### config.mk
export PLATFORM = sky130hd
export DESIGN_NAME = uart_tx_buffered
export DESIGN_NICKNAME = d
export VERILOG_FILES = /design/src/rtl/uart_tx_buffered.sv
export SDC_FILE = /design/constraint.sdc
export NUM_CORES = 1
export LEC_CHECK = 0
export CELL_PAD_IN_SITES_DETAIL_PLACEMENT = 1
export CELL_PAD_IN_SITES_GLOBAL_PLACEMENT = 1
export CORE_MARGIN = 5
export CORE_UTILIZATION = 40
export CTS_CLUSTER_DIAMETER = 200
export DETAILED_ROUTE_END_ITERATION = 16
export PLACE_DENSITY_LB_ADDON = 0.08
export SETUP_SLACK_MARGIN = 0.3
export SYNTH_ARGS = -nofsm -noshare
export SYNTH_HDL_FRONTEND = slang
export SYNTH_SLANG_ARGS = --single-unit
### constraint.sdc
create_clock -name clk -period 9.25 [get_ports clk]
set_clock_uncertainty 0.2 [all_clocks]
set_input_delay 2.3125 -clock clk [delete_from_list [all_inputs] [get_ports clk]]
set_output_delay 2.3125 -clock clk [all_outputs]
set_load 0.1 [all_outputs]
### src/rtl/uart_tx_buffered.sv
`timescale 1ns/1ps
`default_nettype none
// ============================================================================
//  Module   : uart_tx_buffered
//  Purpose  : Buffered UART transmitter. Bytes from a parallel writer are
//             queued in an internal FIFO and serialised onto tx_port as
//             start / 5..8 data bits (LSB first) / [parity] / stop bit(s).
//             Every bit lasts 16 ticks of the shared 16x oversample strobe.
//  Revision : 1.0  initial release
// ----------------------------------------------------------------------------
//  Parameters
//    FIFO_DEPTH  FIFO entries (power of two, 2..256)
//    STOP_BITS   stop bits per frame (1 or 2)
//  Ports
//    clk         system clock, rising edge
//    rst_a       asynchronous reset, active-high
//    tick        1-cycle strobe at 16x baud
//    bits        data bits per frame (5..8; other values mean 8)
//    wr_en       write strobe
//    wr_data     byte to queue
//    parity_odd  odd-parity select, latched at frame start (parity build only)
//    tx_port     serial line, idles high
//    busy        a frame is on the line
//    tx_done     1-cycle pulse at the end of the last stop bit
//    full        FIFO holds FIFO_DEPTH entries
//    empty       FIFO holds no entries
//    level       FIFO occupancy
//    overflow    1-cycle pulse when a write is dropped
//  Build option
//    UART_TX_PARITY_EN  adds the parity_odd port and a parity bit per frame
// ============================================================================
module uart_tx_buffered #(
  parameter int FIFO_DEPTH = 16,
  parameter int STOP_BITS  = 1
) (
  input  logic                          clk,
  input  logic                          rst_a,
  input  logic                          tick,
  input  logic [3:0]                    bits,
  input  logic                          wr_en,
  input  logic [7:0]                    wr_data,
`ifdef UART_TX_PARITY_EN
  input  logic                          parity_odd,
`endif
  output logic                          tx_port,
  output logic                          busy,
  output logic                          tx_done,
  output logic                          full,
  output logic                          empty,
  output logic [$clog2(FIFO_DEPTH):0]   level,
  output logic                          overflow
);

  localparam int              c_AW       = $clog2(FIFO_DEPTH);
  localparam int              c_LW       = c_AW + 1;
  localparam logic [c_LW-1:0] c_DEPTH    = c_LW'(FIFO_DEPTH);
  // Any STOP_BITS value other than 2 behaves as a single stop bit.
  localparam logic            c_TWO_STOP = (STOP_BITS == 2);

  typedef enum logic [2:0] {
    S_IDLE   = 3'd0,
    S_START  = 3'd1,
    S_DATA   = 3'd2,
    S_PARITY = 3'd3,
    S_STOP   = 3'd4
  } state_t;

  // --------------------------------------------------------------------------
  // FIFO storage and bookkeeping
  // --------------------------------------------------------------------------
  logic [7:0]      mem_q [FIFO_DEPTH];
  logic [c_AW-1:0] wr_ptr_q;
  logic [c_AW-1:0] rd_ptr_q;
  logic [c_LW-1:0] level_q;
  logic [c_LW-1:0] level_d;
  logic            full_q;
  logic            empty_q;
  logic            overflow_q;

  logic            w_pop;
  logic            w_push;
  logic [7:0]      w_head;

  // A full FIFO still takes a write when the transmitter pops in the same
  // cycle: the slot being read is the one being overwritten, and the read
  // sees the old contents because both happen on the same edge.
  assign w_push = wr_en && (!full_q || w_pop);
  assign w_head = mem_q[rd_ptr_q];

  always_ff @(posedge clk) begin
    if (w_push) begin
      mem_q[wr_ptr_q] <= wr_data;
    end
  end

  always_comb begin
    level_d = level_q;
    if (w_push && !w_pop) begin
      level_d = level_q + c_LW'(1);
    end else if (!w_push && w_pop) begin
      level_d = level_q - c_LW'(1);
    end
  end

  always_ff @(posedge clk or posedge rst_a) begin
    if (rst_a) begin
      wr_ptr_q   <= '0;
      rd_ptr_q   <= '0;
      level_q    <= '0;
      full_q     <= 1'b0;
      empty_q    <= 1'b1;
      overflow_q <= 1'b0;
    end else begin
      if (w_push) begin
        wr_ptr_q <= wr_ptr_q + c_AW'(1);
      end
      if (w_pop) begin
        rd_ptr_q <= rd_ptr_q + c_AW'(1);
      end
      level_q    <= level_d;
      full_q     <= (level_d == c_DEPTH);
      empty_q    <= (level_d == '0);
      overflow_q <= wr_en && !w_push;
    end
  end

  // --------------------------------------------------------------------------
  // Frame serialiser
  // --------------------------------------------------------------------------
  state_t     state_q, state_d;
  logic [3:0] tcnt_q, tcnt_d;       // tick within the current bit
  logic [2:0] bitcnt_q, bitcnt_d;   // data bit index
  logic       stopcnt_q, stopcnt_d; // stop bit index
  logic [7:0] shift_q, shift_d;
  logic [3:0] nbits_q, nbits_d;     // data bits latched for this frame
  logic       tx_q, tx_d;
  logic       tx_done_q, tx_done_d;

  logic [3:0] w_nbits;
  logic [2:0] w_last_bit;
  logic       w_bit_end;

  assign w_nbits    = ((bits >= 4'd5) && (bits <= 4'd8)) ? bits : 4'd8;
  // nbits is 5..8, so the low three bits minus one give the last index (8 -> 7).
  assign w_last_bit = nbits_q[2:0] - 3'd1;
  assign w_bit_end  = tick && (tcnt_q == 4'hF);

`ifdef UART_TX_PARITY_EN
  logic       par_q, par_d;
  logic [7:0] w_mask;

  always_comb begin
    w_mask = 8'hFF;
    case (w_nbits)
      4'd5:    w_mask = 8'h1F;
      4'd6:    w_mask = 8'h3F;
      4'd7:    w_mask = 8'h7F;
      default: w_mask = 8'hFF;
    endcase
  end
`endif

  always_comb begin
    state_d   = state_q;
    tcnt_d    = tcnt_q;
    bitcnt_d  = bitcnt_q;
    stopcnt_d = stopcnt_q;
    shift_d   = shift_q;
    nbits_d   = nbits_q;
    tx_d      = tx_q;
    tx_done_d = 1'b0;
    w_pop     = 1'b0;
`ifdef UART_TX_PARITY_EN
    par_d     = par_q;
`endif

    if ((state_q != S_IDLE) && tick) begin
      tcnt_d = tcnt_q + 4'd1;   // wraps to 0 on the 16th tick of a bit
    end

    case (state_q)
      S_IDLE: begin
        tx_d = 1'b1;
        if (tick && !empty_q) begin
          w_pop     = 1'b1;
          shift_d   = w_head;
          nbits_d   = w_nbits;
          tx_d      = 1'b0;
          tcnt_d    = 4'd0;
          bitcnt_d  = 3'd0;
          stopcnt_d = 1'b0;
          state_d   = S_START;
`ifdef UART_TX_PARITY_EN
          par_d     = (^(w_head & w_mask)) ^ parity_odd;
`endif
        end
      end

      S_START: begin
        if (w_bit_end) begin
          tx_d    = shift_q[0];
          shift_d = {1'b0, shift_q[7:1]};
          state_d = S_DATA;
        end
      end

      S_DATA: begin
        if (w_bit_end) begin
          if (bitcnt_q == w_last_bit) begin
`ifdef UART_TX_PARITY_EN
            tx_d    = par_q;
            state_d = S_PARITY;
`else
            tx_d    = 1'b1;
            state_d = S_STOP;
`endif
          end else begin
            bitcnt_d = bitcnt_q + 3'd1;
            tx_d     = shift_q[0];
            shift_d  = {1'b0, shift_q[7:1]};
          end
        end
      end

      S_PARITY: begin
        if (w_bit_end) begin
          tx_d    = 1'b1;
          state_d = S_STOP;
        end
      end

      S_STOP: begin
        if (w_bit_end) begin
          if (stopcnt_q == c_TWO_STOP) begin
            tx_done_d = 1'b1;
            state_d   = S_IDLE;
          end else begin
            stopcnt_d = 1'b1;
          end
        end
      end

      default: begin
        tx_d    = 1'b1;
        state_d = S_IDLE;
      end
    endcase
  end

  always_ff @(posedge clk or posedge rst_a) begin
    if (rst_a) begin
      state_q   <= S_IDLE;
      tcnt_q    <= 4'd0;
      bitcnt_q  <= 3'd0;
      stopcnt_q <= 1'b0;
      shift_q   <= 8'd0;
      nbits_q   <= 4'd8;
      tx_q      <= 1'b1;
      tx_done_q <= 1'b0;
`ifdef UART_TX_PARITY_EN
      par_q     <= 1'b0;
`endif
    end else begin
      state_q   <= state_d;
      tcnt_q    <= tcnt_d;
      bitcnt_q  <= bitcnt_d;
      stopcnt_q <= stopcnt_d;
      shift_q   <= shift_d;
      nbits_q   <= nbits_d;
      tx_q      <= tx_d;
      tx_done_q <= tx_done_d;
`ifdef UART_TX_PARITY_EN
      par_q     <= par_d;
`endif
    end
  end

  assign tx_port  = tx_q;
  assign busy     = (state_q != S_IDLE);
  assign tx_done  = tx_done_q;
  assign full     = full_q;
  assign empty    = empty_q;
  assign level    = level_q;
  assign overflow = overflow_q;

endmodule

`default_nettype wire

# After elaboration in Yosys (flattened, before gate mapping)
# Memories as Yosys holds them, arrays and structs flattened.
# Cells that the tools add are included.
[word_totals]
output_inout_bits = 11
register_bits = 40
word_cells = 105
n_memories = 1
ramBits = 128
[classes]
n_reduce_logical = 25
magnitude_cmp = 2
add_sub_neg = 7
n_mux = 40
bitwise = 1
n_eq_ne = 15
[memory_table]
columns = ["name", "depth", "word_bits", "read_ports", "rd_ports_with_merged_regs", "write_ports", "line", "source"]
rows = [
  ["mem_q", 16, 8, 1, 0, 1, "71", "logic [7:0] mem_q [FIFO_DEPTH];"],
]
[ops]
columns = ["op", "count"]
rows = [
  ["$mux W3", 11],
  ["$mux W8", 4],
  ["$pmux W8 S3", 1],
  ["$ne A2 B2 Y1 const B", 8],
  ["$mux W1", 15],
  ["$pmux W3 S5", 1],
  ["$add A4 B1 Y4 const B", 3],
  ["$mux W4", 3],
  ["$mux W5", 2],
  ["$logic_and A1 B1 Y1", 8],
  ["$reduce_and A4 Y1", 2],
  ["$reduce_and A7 Y1", 1],
  ["$eq A3 B2 Y1 const B", 2],
  ["$pmux W3 S2", 1],
  ["$reduce_bool A3 Y1", 2],
  ["$add A5 B1 Y5 const B", 1],
  ["$eq A5 B5 Y1 const B", 1],
  ["$logic_not A5 Y1", 1],
  ["$pmux W1 S5", 1],
  ["$reduce_and A5 Y1", 1],
  ["$sub A5 B1 Y5 const B", 1],
  ["$eq A4 B4 Y1 const B", 1],
  ["$ge A4 B3 Y1 const B", 1],
  ["$le A4 B4 Y1 const B", 1],
  ["other kinds (13)", 17],
]

# Depth between registers and ports, before layout
[logic_depth]
ltp_word = 11
ltp_mapped = 8
ltp_nobuf = 7

# Worst setup path before layout
# OpenSTA, ideal clock, no wires.
[synth_path]
path_kind = "input -> register"
from = "input tick"
to = "memory mem_q[5][0] (enable)"
required_time_ns = 8.667
t_arrival_ns = 4.261
setup_ns = 0.383
slack_ns = 4.406
path_buffers = 2
stages = 7
cell_sequence = "buf_2 -> or4b_1 -> buf_2 -> or2_4 -> a21boi_4 -> nand2_1 -> nor3_1"
[synth_via]
elab_chain_cells = 7
[synth_rtl]
columns = ["item", "line", "source"]
rows = [
  ["start: declaration", "38", "input logic tick,"],
  ["$logic_and A1 B1 Y1", "184", "if (tick && !empty_q) begin"],
  ["$mux W1", "184", ""],
  ["$mux W1", "181", "case (state_q)"],
  ["$logic_or A1 B1 Y1", "87", "assign w_push = wr_en && (!full_q || w_pop);"],
  ["$logic_and A1 B1 Y1", "87", ""],
  ["$mux W1", "91", "if (w_push) begin"],
  ["$mux W1 (implied by the code)", "92", "mem_q[wr_ptr_q] <= wr_data;"],
  ["end: declaration", "71", ""],
]
# No other way between the ends.

# Worst setup path after layout
[layout_path]
from = "input tick"
to = "memory mem_q[7][2] (enable)"
# Same word-level chain as after synthesis.

==> flow_summary.json <==
{
  "diodes": 0,
  "fin_setup_tns_ns": 0,
  "postPlaceCellArea_mm2": 0.00756,
  "ys_top_cells_by_area": "edfxtp_1 54%, dfrtp_1 13%, mux2i_1 8.7%",
  "antenna_found_initial": 0,
  "wirelength_mm": 16.3,
  "synthesis.area_mm2": 0.00709,
  "route.met3.wl_um": 652,
  "cts-resized-gates": 0,
  "fp-row-count": 48,
  "top_layer": "met4",
  "gp_congestion": 0.807,
  "rrSetupSlack_ns": 5.65,
  "min_path_cells": 2,
  "critical_path_class": "input pin to register",
  "synthToLayoutAreaGrowth_pct": 14.5,
  "die_w_um": 143,
  "dp_slack_ns": 3.27,
  "die_h_um": 143,
  "clkTransAtPathRegs_ns": 0.06,
  "reg2regPathDepth": 5,
  "stdcell_area_mm2": 0.00812,
  "coreArea_mm2": 0.0174,
  "antenna_left": 0,
  "grt_util_all_layers_pct": 17.0,
  "drcViolationCount": 0,
  "worstSkewPairLatency_ns": 0.43,
  "wl_met1_mm": 7.61,
  "cts_tree": "built",
  "layout_common_cells": "128 x edfxtp_1, 62 x mux2i_1, 36 x dfrtp_1",
  "worst_ep_arrival_time_ns": 5.40,
  "async_flop_share_pct": 23.4,
  "cts_hold_buf": 0,
  "cp-start-kind": "input pin",
  "ys_seq_area_share_pct": 68.0,
  "slew_viol_final": 0,
  "initial_utilization_pct": 40.9,
  "rsz0062_at_grt": "no",
  "numCtsBuffers": 17,
  "layout_commonest_cell": "edfxtp_1",
  "grt_pass1_vias": 4398,
  "synth.distinct_cells": 53,
  "dp_hpwl_mm": 11.2,
  "synth.net_count": 506,
  "syn_inst": 480,
  "multi_input_area_mm2": 0.00212,
  "pin_count": 27,
  "cap_viol_max_count": 0,
  "grt_pass1_wl_mm": 25.9,
  "io_buffers": 26,
  "register_area_mm2": 0.00482,
  "post-cts-setup-buffers": 0,
  "min_period_ns": 5.56,
  "postSynthAreaPerCell_um2": 14.8,
  "wl_met2_mm": 7.80,
  "clock_sinks": 167,
  "n_fill_cell": 1693,
  "htreeDepth": 4,
  "fmax_mhz": 180,
  "critPathRequiredTime_ns": 9.09,
  "end_kind": "register",
  "netlist.area_leader.share_pct": 54.2,
  "finalWorstSetupSlack_ns": 3.69,
  "grt_max_degree": 40,
  "power_density_mw_per_mm2": 323,
  "yosysWarnings": 0,
  "whs_ns": 0.311,
  "hold_class": "register to register",
  "die_area_mm2": 0.0205,
  "setup_viol": 0,
  "cp_max_fo": 13,
  "clock_path_buffers": 2,
  "synth_edf_count": 128,
  "status": "finished clean",
  "peakVddDrop_mv": 0.155,
  "first_pass_iters": 4,
  "slew_headroom_pct": 25.3,
  "finalCritPeriodShare_pct": 60.1,
  "power.leakage_uw": 0.00286,
  "drt_iter0_markers": 220,
  "wire_per_inst_um": 22.0,
  "vias": 4041,
  "cts-root-buf": "clkbuf_16",
  "synth_top_area_cell": "edfxtp_1",
  "vias_per_cell": 5.44,
  "worst_pin_slew_ns": 1.11,
  "nets": 532,
  "synthFlopType": "edfxtp_1",
  "hold_violations": 0,
  "post-route-util_pct": 46.8,
  "gr-total-overflow": 0,
  "drive_above_1_share_pct": 8.69,
  "synth_seq_cells": 167
}
## sequential cells by signal, summed over array words and instances (netlist names)
register  count
bitcnt_q      3
empty         1
full          1
level         5
mem_q       128
nbits_q       3
overflow      1
rd_ptr_q      4
shift_q       8
state_q       3
tcnt_q        4
tx_done       1
tx_port       1
wr_ptr_q      4
## synthesized netlist by cell type (2+ instances only)
cell,count
a22o_1,2
clkbuf_1,18
nand3_1,13
inv_1,16
a22oi_1,28
nor2b_1,9
nand4_1,4
and2_1,6
nand2_1,21
nor3_1,7
nor3b_1,2
dfstp_2,2
nand2b_1,2
mux4_2,4
a31oi_1,7
nor2_1,23
a21oi_1,5
buf_2,3
and3_1,7
xnor2_1,9
mux2i_1,62
o21a_1,2
xor2_1,3
dfrtp_1,37
o21ai_0,15
edfxtp_1,128
ha_1,10
a32oi_1,8
nand3b_1,3
## layout make-up
type / count / share of cell area (%)
flip-flops and latches: 167 / 59.4
multi-input cells: 275 / 26.1
clock buffers: 19 / 5.33
repair buffers: 29 / 3.48
well taps: 225 / 3.47
clock inverters: 12 / 1.56
inverters: 16 / 0.739
## power by group
part	switching [uW]	total, uW	internal [uW]	leakage [uW]
Clock	293	688	395	0.000265
Combinational	562	877	315	0.000969
Sequential	113	1060	944	0.00163
## worst max-delay path: stages
cell and delay [ns]:
clkdlybuf4s50_1 0.63, or4b_1 0.64, or2_4 0.37, a21boi_4 0.34, nand2_1 0.20, nor3_1 0.88
## stage by stage
| stage | std cells | total power (uW) |
|---|---|---|
| after detailed placement | 712 | 1960 |
| final | 743 | 2620 |
| after floorplan | 480 | 1700 |
| after CTS | 743 | 2640 |
| after global placement | 712 | 1940 |
| after global routing | 743 | 2760 |
## worst paths after layout
| kind | start | endpoint |
|---|---|---|
| max in group asynchronous | rst_a | rd_ptr_q[2] |
| hold reg to reg | nbits_q[2] | nbits_q[2] |
| setup / recovery | tick | mem_q[7][2] |
| min in group asynchronous | rst_a | level[3] |
| hold / removal | nbits_q[2] | nbits_q[2] |
| setup reg to reg | state_q[1] | mem_q[7][2] |
## logic make-up (layout without fill, tap and decap cells)
family                   count (synthesis)  in the layout  synth area share (%)
AO/OA/AOI/OAI                           77             77                  7.85
multiplexers                            67             67                  10.2
XOR/XNOR                                13             13                  1.82
buffers and inverters                   38             76                  2.17
adder cells (fa/ha/maj)                 10             10                  1.76
flip-flops                             167            167                  68.0
AND/OR/NAND/NOR                        108            108                  8.24
## routing by layer
layer	up-vias	track usage [%]
met4	0	5.45
met5	-	0
li1	1890	-
met1	2061	23.3
met3	18	4.29
met2	72	26.8
Power figures use the tool's default switching activity.
